**config.mk**
```make
export PLATFORM = sky130hd
export DESIGN_NAME = rr_arbiter8_flat
export DESIGN_NICKNAME = d
export VERILOG_FILES = /design/src/rtl/rr_arbiter8_if.sv /design/src/rtl/rr_arbiter8.sv /design/src/flat_wrapper.sv
export SDC_FILE = /design/constraint.sdc
export NUM_CORES = 1
export LEC_CHECK = 0
export CAP_MARGIN = 40
export CORE_MARGIN = 2
export CORE_UTILIZATION = 30
export DETAILED_ROUTE_END_ITERATION = 10
export MAX_ROUTING_LAYER = met4
export PLACE_DENSITY_LB_ADDON = 0.1
export SYNTH_ARGS = -nofsm -noshare
export SYNTH_HDL_FRONTEND = slang
export SYNTH_SLANG_ARGS = --single-unit
```
**constraint.sdc**
```tcl
create_clock -name clk -period 7 [get_ports clk]
set_clock_uncertainty 0.15 [all_clocks]
set_input_delay 1.05 -clock clk [delete_from_list [all_inputs] [get_ports clk]]
set_output_delay 1.05 -clock clk [all_outputs]
set_load 0.1 [all_outputs]
```
**src/rtl/rr_arbiter8_if.sv**
```systemverilog
// rr_arbiter8_if: request vector and registered grant bundle between requesters and the arbiter
interface rr_arbiter8_if;
   logic [7:0] req;
   logic [2:0] grant_idx;
   logic       grant_valid;
   logic       expired;
   modport master (output req, input grant_idx, grant_valid, expired);
   modport slave (input req, output grant_idx, grant_valid, expired);
endinterface

```
**src/rtl/rr_arbiter8.sv**
```systemverilog
// rr_arbiter8: eight-way round-robin arbiter with hold-while-requesting and optional max hold time
module rr_arbiter8 #(
   parameter int unsigned MAX_HOLD = 16
) (
   input logic          clk,
   input logic          reset,
   rr_arbiter8_if.slave bus
);
   localparam logic [7:0] HOLD_MAX = 8'(MAX_HOLD);
   localparam bit         LIMITED = (MAX_HOLD != 0);
   typedef enum logic {IDLE, GRANT} state_t;
   state_t     state, state_n;
   logic [2:0] ptr, ptr_n, grant_idx, idx_n, off, sel;
   logic       grant_valid, valid_n, expired, exp_n;
   logic [7:0] hold_cnt, hold_n, rot;
   // rotate so bit 0 is the search start; the lowest set bit is the winner
   always_comb begin
      rot = 8'({bus.req, bus.req} >> ptr);
      off = '0;
      for (int i = 7; i >= 0; i--)
         if (rot[i]) off = 3'(i);
      sel = ptr + off;
   end
   always_comb begin
      state_n = state;
      ptr_n   = ptr;
      idx_n   = grant_idx;
      valid_n = grant_valid;
      hold_n  = hold_cnt;
      exp_n   = 1'b0;
      if (state == IDLE) begin
         if (|bus.req) begin
            state_n = GRANT;
            idx_n   = sel;
            valid_n = 1'b1;
            hold_n  = 8'd1;
            ptr_n   = sel + 3'd1;
         end
      end else if (!bus.req[grant_idx]) begin
         state_n = IDLE;
         valid_n = 1'b0;
      end else if (LIMITED && hold_cnt == HOLD_MAX) begin
         state_n = IDLE;
         valid_n = 1'b0;
         exp_n   = 1'b1;
      end else begin
         hold_n = (hold_cnt == 8'hFF) ? hold_cnt : hold_cnt + 8'd1;
      end
   end
   always_ff @(posedge clk or posedge reset) begin
      if (reset) begin
         state       <= IDLE;
         ptr         <= '0;
         grant_idx   <= '0;
         grant_valid <= 1'b0;
         hold_cnt    <= '0;
         expired     <= 1'b0;
      end else begin
         state       <= state_n;
         ptr         <= ptr_n;
         grant_idx   <= idx_n;
         grant_valid <= valid_n;
         hold_cnt    <= hold_n;
         expired     <= exp_n;
      end
   end
   assign bus.grant_idx   = grant_idx;
   assign bus.grant_valid = grant_valid;
   assign bus.expired     = expired;
endmodule

```
**src/flat_wrapper.sv**
```systemverilog
// flat-port wrapper written by rule: the top's interface ports become plain ports
module rr_arbiter8_flat 
#(
   parameter int unsigned MAX_HOLD = 16
)
  (clk, reset, bus_req, bus_grant_idx, bus_grant_valid, bus_expired);
  rr_arbiter8_if bus_i ();
  input logic clk;
  input logic reset;
  input wire logic [$bits(bus_i.req)-1:0] bus_req;
  output wire logic [$bits(bus_i.grant_idx)-1:0] bus_grant_idx;
  output wire logic [$bits(bus_i.grant_valid)-1:0] bus_grant_valid;
  output wire logic [$bits(bus_i.expired)-1:0] bus_expired;
  assign bus_i.req = bus_req;
  assign bus_grant_idx = bus_i.grant_idx;
  assign bus_grant_valid = bus_i.grant_valid;
  assign bus_expired = bus_i.expired;
  rr_arbiter8 #(.MAX_HOLD(MAX_HOLD)) u_core (.clk(clk), .reset(reset), .bus(bus_i));
endmodule
```
; ---- Word-level counts from Yosys, hierarchy flattened
; Index checks and enable logic that the tools add are counted.
[classes]
add_sub_neg = 3
multipliers = 0
div = 0
n_lt_le_gt_ge = 1
n_eq_ne = 6
shift = 1
n_mux = 26
n_bitwise = 1
n_reduce_logical = 5
[op_table]
columns = cell, n
row1 = $mux W8, 5
row2 = $mux W3, 8
row3 = $shr A16 B3 Y8, 1
row4 = $mux W1, 12
row5 = $add A8 B1 Y8 const B, 1
row6 = $eq A8 B5 Y1 const B, 1
row7 = $eq A8 B8 Y1 const B, 1
row8 = $reduce_or A8 Y1, 1
row9 = $ne A2 B2 Y1 const B, 3
row10 = $lt A3 B4 Y1 const B, 1
row11 = $reduce_and A2 Y1, 2
row12 = $reduce_and A4 Y1, 1
row13 = $add A3 B1 Y3 const B, 1
row14 = $add A3 B3 Y3, 1
row15 = $bmux W1 S3, 1
row16 = $ne A3 B3 Y1 const B, 1
row17 = $reduce_bool A2 Y1, 1
row18 = $not A1 Y1, 1
[word_totals]
regBits = 17
latchBits = 0
ramBits = 0
rom_bits = 0
in_bits = 10
output_inout_bits = 5
wordCells = 49
memories = 0

; ---- Logic depth before layout (Yosys ltp)
[depth]
word_depth = 11
mapped_depth = 18
depth_no_buf = 16

; ---- Worst setup path after synthesis
; OpenSTA, ideal clock, no wires.
[synth_path]
kind = input-to-reg
from = in bus_req[1]
to = reg u_core.ptr[2]
t_arrival_ns = 3.611
required_time_ns = 6.725
setup_slack_ns = 3.115
stages = 16
path_buffers = 1
cell_sequence = clkbuf_1 -> mux4_2 -> mux2i_1 -> nor2_1 -> nor3b_1 -> o31ai_1 -> nand2_1 -> ha_1 -> inv_1 -> fa_1 -> inv_1 -> ha_1 -> xnor2_1 -> xnor2_1 -> nand2_1 -> xnor2_1
[synth_between]
elab_chain_cells = 11
[synth_rtl]
columns = element, line_no
row1 = start: declaration, flat_wrapper.sv:10  ; input wire logic [$bits(bus_i.req)-1:0] bus_req;
row2 = $shr A16 B3 Y8 *, rr_arbiter8.sv:18  ; rot = 8'({bus.req, bus.req} >> ptr);
row3 = $mux W3 (7 in series), rr_arbiter8.sv:21  ; if (rot[i]) off = 3'(i);
row4 = $mux W3 *, rr_arbiter8.sv:21
row5 = $add A3 B3 Y3 *, rr_arbiter8.sv:22  ; sel = ptr + off;
row6 = named net u_core.sel[1], rr_arbiter8.sv:13  ; logic [2:0] ptr, ptr_n, grant_idx, idx_n, off, sel;
row7 = $add A3 B1 Y3 *, rr_arbiter8.sv:37  ; ptr_n = sel + 3'd1;
row8 = end signal: assignment, rr_arbiter8.sv:60  ; ptr <= ptr_n;
row9 = end: declaration, rr_arbiter8.sv:13
; Mark *: on every way through the listed nets, which the timed path passes. The rest lies on a longest branch.
; A chain may end at the register's enable or synchronous reset.

; ---- Final worst setup path
[layout_path]
from = in bus_req[3]
to = reg u_core.ptr[2]
; Same word-level chain as after synthesis.

==> summary.md <==
| Metric | Value |
|---|---|
| Sequential share of power | 0.213 |
| Area of the mapped netlist | about 0.0016 mm^2 |
| Average vias per placed instance | about 5.4 |
| DR iter-0 viols | just over 100 |
| Vias | around 1500 |
| Insertion delay to the later sink of the worst-skew pair | 250 ps |
| Register-to-Register Path Depth | 12 |
| Die Footprint | between 0.005 and 0.006 mm^2 |
| Sw frac | 0.498 |
| Synth Net Count | ~210 |
| Prevailing post-synth register cell | dfrtp_1 |
| Worst R2R End | u_core.ptr[2]$_DFFE_PP0P_ |
| Total GRT Usage | 0.155 |
| CTS Hold Bufs | 0 |
| Fin. max-slew vios | 0 |
| First-pass GRT wire length | 7.29 mm |
| Final ANT Viol Nets | 0 |
| Max Clock Freq | approximately 230 MHz |
| # rows | 26 |
| Crit path max-delay family | adder cells |
| Clock power frac | 0.075 |
| YS warnings | 0 |
| Pwr dens | 511 mW/mm^2 |
| Final nets | 220 |
| TritonCTS Sinks | 17 |
| WHS Endpoint | u_core.hold_cnt[5]$_DFFE_PP0P_ |
| Crit-path max FO | 11 |
| # diodes | 0 |
| Htree depth | 1 |
| Worst Hold Depth | 2 |
| Gpl congestion | slightly above 0.8 |
| Die width | between 70 and 80 um |
| Area Growth Syn to Fin | 18.4% |
| RSZ-0062 raised after global routing | false |
| Hpwl dp | around 3.1 mm |
| Combinational group share of total power | 0.712 |
| Min cycle time layout | ~4400 ps |
| Net Switching | around 0.00049 W |
| Cells resized by post-CTS repair | 0 |
| Post-synth top area share | 0.263 |
| Critical path type | input port to flip-flop |
| Setup TNS | 0 ps |
| Yosys cell types | 38 |
| WL final | 4.27 mm |
| Port bufs | 14 |
| Cell-internal power | 0.000492 W |
| Filler instances | about 550 |
| Most used cell, CP | xnor2_1 |
| Slowest CP cell | clkdlybuf4s50_1 |
| CTS tree | yes |
| Post-synth top area cell | dfrtp_1 |
| Max clock buf depth | 2 |
| Worst Path Arrival | about 4400 ps |
| CORE AREA | around 0.005 mm^2 |
| Seq/Total Area, Yosys | 0.263 |
| GR Overflow Total | 0 |
| Total setup buffers inserted after CTS | 0 |
| Fin worst setup slack | between 2000 and 3000 ps |
| Top post-synthesis cells by count | nor3_1 (23), nor2_1 (18), dfrtp_1 (17) |
| Final Cycle Share | 0.633 |
| Status | complete, no violations |
| Die H | slightly below 80 um |
| Root Buffer | clkbuf_8 |
| Layout cell share with drive strength beyond 1 | 0.118 |
| I/O Pins | 15 |
| Setup crit end kind | flip-flop |
| RR Startpoint | u_core.ptr[0]$_DFFE_PP0P_ |
| Worst Min Path Start | u_core.hold_cnt[5]$_DFFE_PP0P_ |
| CP required | 6960 ps |
| Initial core utilization | 0.315 |
| Avg WL per Cell | roughly 16 um |
| Initial antenna violation count | 0 |
| Synthesized instance count | slightly below 200 |
| DRT Pass-1 Iters | 4 |
| Leak | a little under 0.8 nW |
| CTS clk-pin slew, worst paths | 60 ps |
| CP startpoint kind | input port |
| Hold_ws | approximately 430 ps |
| CTS Buf Count | 3 |
| Max_slew headroom | 0.487 |
| R2r setup slk | 3300 ps |
| Vias in the first global route | between 1500 and 2000 |
| Final Hold Viols | 0 |
| Max cap viols | 0 |
| Slew @ Worst Pin | just under 800 ps |
| Worst min-delay path category | flip-flop to flip-flop |
| Buffers & Inverters on Critical Path | 3 |
| DRC errors left | 0 |
| Number of flops mapped to enable cells by yosys | 0 |
| #FFs+latches synth | 17 |
| Worst path cell trace | clkdlybuf4s50_1, mux4_2, mux2i_1, nor2_1, nor3b_1, o31ai_1, nand2_1, ha_1, inv_1, fa_1, inv_1, ha_1, xnor2_1, xnor2_1, nand2_1, xnor2_1 |
| Leading post-synthesis cells by cell area | dfrtp_1 (26%), nor3_1 (7.1%), mux4_2 (7.0%), nor2_1 (4.2%), nor3b_1 (4.2%) |
| Register area | ~430 um^2 |
| VDD IR max | around 240 uV |
| Footprint of the multi-input gates | ~0.0011 mm^2 |
| Layout Utilization | 0.373 |
| Most numerous cell in the Yosys netlist | nor3_1 |
| Endpoints failing setup | 0 |
| Critical Path Max Stage Delay | 660 ps |
| Worst setup slack after placement | 2350 ps |
| Synthesized area per cell | between 8 and 9 um^2 |
| Largest net degree at the start of global routing | 27 |
| Async SR Flop Fraction | 1.00 |
## worst min-delay path, stage by stage, from the launching register on
cell	delay [ps]
dfrtp_1	380
xor2_1	80
nor2_1	80
## layout by cell type, fill, tap and decap left out, drive strengths merged
cell / netlist / final
clkdlybuf4s50: 0 / 14
nor2b: 2 / 2
and2: 1 / 1
buf: 8 / 7
nand3: 3 / 3
mux2: 6 / 6
xor2: 6 / 6
xnor2: 4 / 4
o32ai: 1 / 1
nand2b: 4 / 4
nor4b: 1 / 1
and4b: 1 / 1
mux4: 5 / 5
nor3: 23 / 23
and3: 3 / 3
and4: 1 / 1
dfrtp: 17 / 17
mux2i: 4 / 4
a21oi: 12 / 12
clkbuf: 9 / 3
a31oi: 2 / 2
clkinv: 0 / 1
nand4: 4 / 4
ha: 4 / 4
nor4: 9 / 9
or4: 2 / 2
nor3b: 10 / 10
o21a: 2 / 2
fa: 1 / 1
a211oi: 2 / 2
nand2: 10 / 10
o31ai: 2 / 2
o211a: 1 / 1
a21o: 2 / 2
nor2: 18 / 18
o21ai: 5 / 5
o211ai: 1 / 1
inv: 10 / 10
## per-stage QoR
stage / cell area [um^2] / std cells / total power [W]
6_report: 1920 / 274 / 0.000980
5_1_grt: 1920 / 274 / 0.00107
4_1_cts: 1920 / 274 / 0.000990
3_5_place_dp: 1870 / 270 / 0.000911
3_3_place_gp: 1770 / 264 / 0.000851
2_1_floorplan: 1620 / 196 / 0.000737
## state kept, by name, summed over array words and instances (netlist names)
register and count:
u_core.bus.grant_valid 1, u_core.ptr 3, u_core.state 1, u_core.hold_cnt 8, u_core.bus.expired 1, u_core.bus.grant_idx 3
## area by class of cell
| class | instances | share of cell area |
|---|---|---|
| Clock buffer | 3 | 0.0216 |
| Clock inverter | 1 | 0.00261 |
| Inverter | 10 | 0.0196 |
| Multi-Input combinational cell | 152 | 0.558 |
| Sequential cell | 17 | 0.222 |
| Tap cell | 70 | 0.0457 |
| Timing Repair Buffer | 21 | 0.131 |
## logic make-up (layout without fill, tap and decap cells)
family                   Yosys count  after routing  share of synthesized area
AO/OA/AOI/OAI                     30             30                      0.117
XOR/XNOR                          10             10                     0.0541
adder cells (fa/ha/maj)            5              5                     0.0433
buffers and inverters             27             35                     0.0766
flip-flops                        17             17                      0.263
multiplexers                      15             15                      0.136
AND/OR/NAND/NOR                   92             92                      0.310
## worst max-delay path by stage
stage | endpoint | depth (start not counted) | slack, ps | start
2_1_floorplan | u_core.ptr[2]$_DFFE_PP0P_ | 16 | 3110 | bus_req[1]
3_3_place_gp | u_core.ptr[2]$_DFFE_PP0P_ | 16 | 2280 | bus_req[1]
3_5_place_dp | u_core.ptr[2]$_DFFE_PP0P_ | 16 | 2350 | bus_req[1]
4_1_cts | u_core.ptr[2]$_DFFE_PP0P_ | 16 | 2610 | bus_req[1]
5_1_grt | u_core.ptr[2]$_DFFE_PP0P_ | 13 | 2270 | bus_req[2]
6_report | u_core.ptr[2]$_DFFE_PP0P_ | 16 | 2570 | bus_req[3]
## power by group through the flow
| stage | Clock [W] | Sequential, W | Combinational (W) |
|---|---|---|---|
| 4_1_cts | 0.0000774 | 0.000209 | 0.000704 |
| 6_report | 0.0000731 | 0.000209 | 0.000698 |
| 2_1_floorplan | 0 | 0.000249 | 0.000487 |
| 3_3_place_gp | 0 | 0.000228 | 0.000622 |
| 3_5_place_dp | 0 | 0.000211 | 0.000701 |
| 5_1_grt | 0.0000818 | 0.000218 | 0.000772 |
## per-layer routing
layer,GRT usage,up-vias,part of all wire
li1,-,731,-
met1,0.195,704,0.45
met2,0.250,47,0.49
met3,0.0174,9,0.040
met4,0.0732,0,0.017
met5,-,-,0
No activity file was read; power rests on OpenSTA's default activity.
